File: src/rtl/baud_gen.sv
// Free-running mod-M counter producing a one-cycle UART sampling tick every M clocks.
// The tick is a combinational decode of the registered count, so it needs no extra state.
module baud_gen #(
  parameter int N = 12,
  parameter int M = 326
) (
  input  logic         clk,
  input  logic         reset,
  output logic [N-1:0] q,
  output logic         tick
);

  // M == 2**N is legal, so M-1 must still fit in N bits.
  localparam logic [N-1:0] LAST = N'(M - 1);

  generate
    if (M < 2 || M > (2 ** N)) begin : g_bad_modulus
      $error("baud_gen: modulus M=%0d out of range for N=%0d", M, N);
    end
  endgenerate

  logic [N-1:0] q_q;
  logic [N-1:0] q_d;
  logic         at_last;

  assign at_last = (q_q == LAST);

  always_comb begin
    q_d = q_q + N'(1);
    if (at_last) begin
      q_d = '0;
    end
  end

  // Active-low reset wins over both counting and wrap.
  always_ff @(posedge clk) begin
    if (!reset) begin
      q_q <= '0;
    end else begin
      q_q <= q_d;
    end
  end

  assign q    = q_q;
  assign tick = at_last;

endmodule

File: config.mk
export PLATFORM = sky130hd
export DESIGN_NAME = baud_gen
export DESIGN_NICKNAME = d
export VERILOG_FILES = /design/src/rtl/baud_gen.sv
export SDC_FILE = /design/constraint.sdc
export NUM_CORES = 1
export LEC_CHECK = 0
export BUFFER_PORTS_ARGS = -buffer_cell sky130_fd_sc_hd__buf_2
export CAP_MARGIN = 20
export CORE_MARGIN = 2
export CORE_UTILIZATION = 43
export CTS_CLUSTER_DIAMETER = 200
export CTS_CLUSTER_SIZE = 25
export DETAILED_ROUTE_END_ITERATION = 6
export PLACE_DENSITY = 0.78
export SLEW_MARGIN = 15
export SYNTH_ARGS = -nofsm -noshare
export SYNTH_HDL_FRONTEND = slang
export SYNTH_SLANG_ARGS = --single-unit
File: constraint.sdc
create_clock -name clk -period 1.3 [get_ports clk]
set_input_delay 0.26 -clock clk [delete_from_list [all_inputs] [get_ports clk]]
set_output_delay 0.26 -clock clk [all_outputs]
set_load 0.02 [all_outputs]
==> reports/results.ini <==
[synth]
synth_area_um2 = 573
syn_nets = 66
netlist_instances = 62
ys_seq_elements = 12
post-synth-top-count-cell = dfxtp_1
syn-mean-instance-area_um2 = 9.24
yosysSeqAreaShare_pct = 41.9
netlist_top_cells_area = dfxtp_1 42%, or3_1 5.5%, a21oi_1 5.2%
synth_cell_types = 22
synth_warnings = 0
synth-edff-count = 0
synth_top_area_cell = dfxtp_1
async_flop_share_pct = 0
synth_top_area_share_pct = 41.9
ys.flop_type = dfxtp_1
yosys-top-cells-count = 12 x dfxtp_1, 6 x a21oi_1, 5 x nor2_1, 5 x or3_1

[floorplan]
dieWidth_um = 40.5
initial_core_util_pct = 45.2
core-area_um2 = 1270
ios = 15
die_area_um2 = 1640
num_rows = 13
die_h_um = 40.5

[cells_and_area]
nets = 103
largest_reg_flops = 12
fin_area_um2 = 888
fin_cells = 113
drive_gt1_share_pct = 55.1
multi_input_area_um2 = 342
layout.area.seq_um2 = 255
n_antenna_cell = 0
nFillCells = 108
syn2layout_area_growth_pct = 55.0

[route]
drt-initial-drc-count = 3
final_antenna_net_count = 0
drtPass1Iterations = 4
wl_um = 1480
drc = 0
viasPerCell = 5.42
num_vias = 612
wl_per_cell_um = 13.1

[setup_path]
reg2reg_to = q[5]
crit_path_start_kind = flip-flop
slowest_stage = or4b_4
rr_startpoint = q[3]
endpoint_kind = output port
crit_chain = or4b_4 -> nor3_4 -> buf_6
rrSetupSlack_ns = -0.25
worstPathArrival_ns = 1.44
cp-endpoint = tick
worst_ep_required_time_ns = 1.04
cp_slowest_stage_delay_ns = 0.55
critPathTopFamily = simple AND/OR/NAND/NOR gates
worstPathMaxFanout = 2
reg2regPathDepth = 5
path_depth = 3
path_buf_inv = 1
startpoint = q[3]
path_class = flip-flop to output port

[cts]
cts_buffers = 3
cts_root_buffer = clkbuf_4
cts-root-to-sink-buffers = 2
clkSlewWorstSetupHoldPaths_ns = 0.08
htreeDepth = 1
cts_tree = built
clkLatencyLatePin_ns = 0.28
cts_sinks = 12

[place]
hpwl_um = 1070
place_congestion = 0.716
postPlaceCellArea_um2 = 820
pre_cts_slack_ns = -0.148
io_buffers = 14
placed_cells = 107

[timing]
fmax_mhz = 589
slew_violations = 0
worstMarginPinSlew_ns = 0.263
finalSetupTns_ns = -3.03
finClkSkew_ns = 0.000938
period_minus_slack_ns = 1.70
finalSetupViolations = 13
rsz0062_at_grt = yes
finalHoldViolCount = 0
slew_headroom_pct = 82.3
worst_slack_ns = -0.399
finalCritPeriodShare_pct = 131

[power]
irDropWorstVdd_v = 0.000643
powerDensity_nw_per_um2 = 803
leakagePower_nw = 0.367

[grt]
grt_overflow_total = 0
grt_pass1_vias = 550
grtUsageTotal_pct = 22.1
met3_usage_pct = 5.56
antenna_found_initial = 0
top_usage_layer = met2
grt_max_degree = 12
grt_util_met2_pct = 37.7
grt_pass1_wl_um = 2330
use_met1_pct = 25.6

[run]
drv_cap = 0

[worst_hold_path]
min_path_type = input pin to flip-flop

[run_status]
status = finished, violations left
violations = setup timing

## worst reg2reg max path: stages (launching register included)
cell and delay, ns:
dfxtp_2 0.32, or4b_4 0.55, buf_6 0.14, o31ai_4 0.20, buf_12 0.17, a21oi_1 0.05
## cell usage in the layout (no fill, tap or decap), types with 2 or more instances in the layout
master / count
nand2_1: 3
xor2_1: 2
buf_4: 18
o31ai_1: 3
or4_1: 3
a21oi_1: 4
nand4_1: 3
dfxtp_2: 9
buf_2: 13
clkbuf_4: 3
or3_1: 5
dfxtp_1: 2
nor2_1: 5
a21oi_2: 2
o21ai_0: 4
buf_6: 2
nand3_1: 4
## metal layers
metal  share of wire (%)  routed length [um]
met2                  50                 734
met5                   0                   0
met1                  45                 659
met4                 1.4                  21
met3                 4.2                  62
## cell families (layout without fill, tap and decap cells)
kind of cell    Yosys count  in the layout  share of synthesized area (%)
buf+inv                   3             39                           3.49
simple gates             27             27                           27.9
xor+xnor                  3              3                           4.59
fa+ha+maj                 2              2                           4.37
flops                    12             12                           41.9
compound gates           15             15                           17.7
## final cells by class
class | count | share of cell area, %
clock buffers | 4 | 2.96
inverters | 1 | 0.423
flip-flops and latches | 12 | 28.7
repair buffers | 34 | 27.3
well taps | 15 | 2.11
multi-input cells | 47 | 38.5
## how the worst min path moves through the flow
stage | from | to | slack, ns | cells after the start
6_report | reset | q[11] | 0.26 | 2
5_1_grt | reset | q[11] | 0.26 | 2
4_1_cts | reset | q[11] | 0.26 | 2
3_5_place_dp | q[0] | q[0] | 0.54 | 2
3_3_place_gp | q[0] | q[0] | 0.53 | 2
2_1_floorplan | reset | q[5] | 0.38 | 2
## where the power goes
part / total (W) / leakage [nW] / internal, W / switching (W)
clock: 0.000252 / 0.0150 / 0.000119 / 0.000133
combinational: 0.0000770 / 0.249 / 0.0000377 / 0.0000393
sequential: 0.000384 / 0.102 / 0.000376 / 0.00000884
total: 0.000714 / 0.367 / 0.000533 / 0.000181
## per-stage QoR
step | hold slack, ns | utilization (%) | total power (W)
finish | 0.262 | 70.0 | 0.000714
global route | 0.260 | 70.0 | 0.000745
CTS | 0.262 | 68.5 | 0.000720
detailed placement | 0.538 | 64.6 | 0.000467
global placement | 0.526 | 64.6 | 0.000464
floorplan | 0.379 | - | 0.000432
## timing repair
| item | 4_1_cts | 5_1_grt |
|---|---|---|
| pin swaps | 2 | 0 |
| cloned | 0 | 0 |
| setup buffers | 1 | 1 |
| endpoints found under the setup margin | 13 | 13 |
| gates resized for setup | 6 | 3 |
| hold buffers | 0 | 0 |
(Power assumes the default switching activity.)
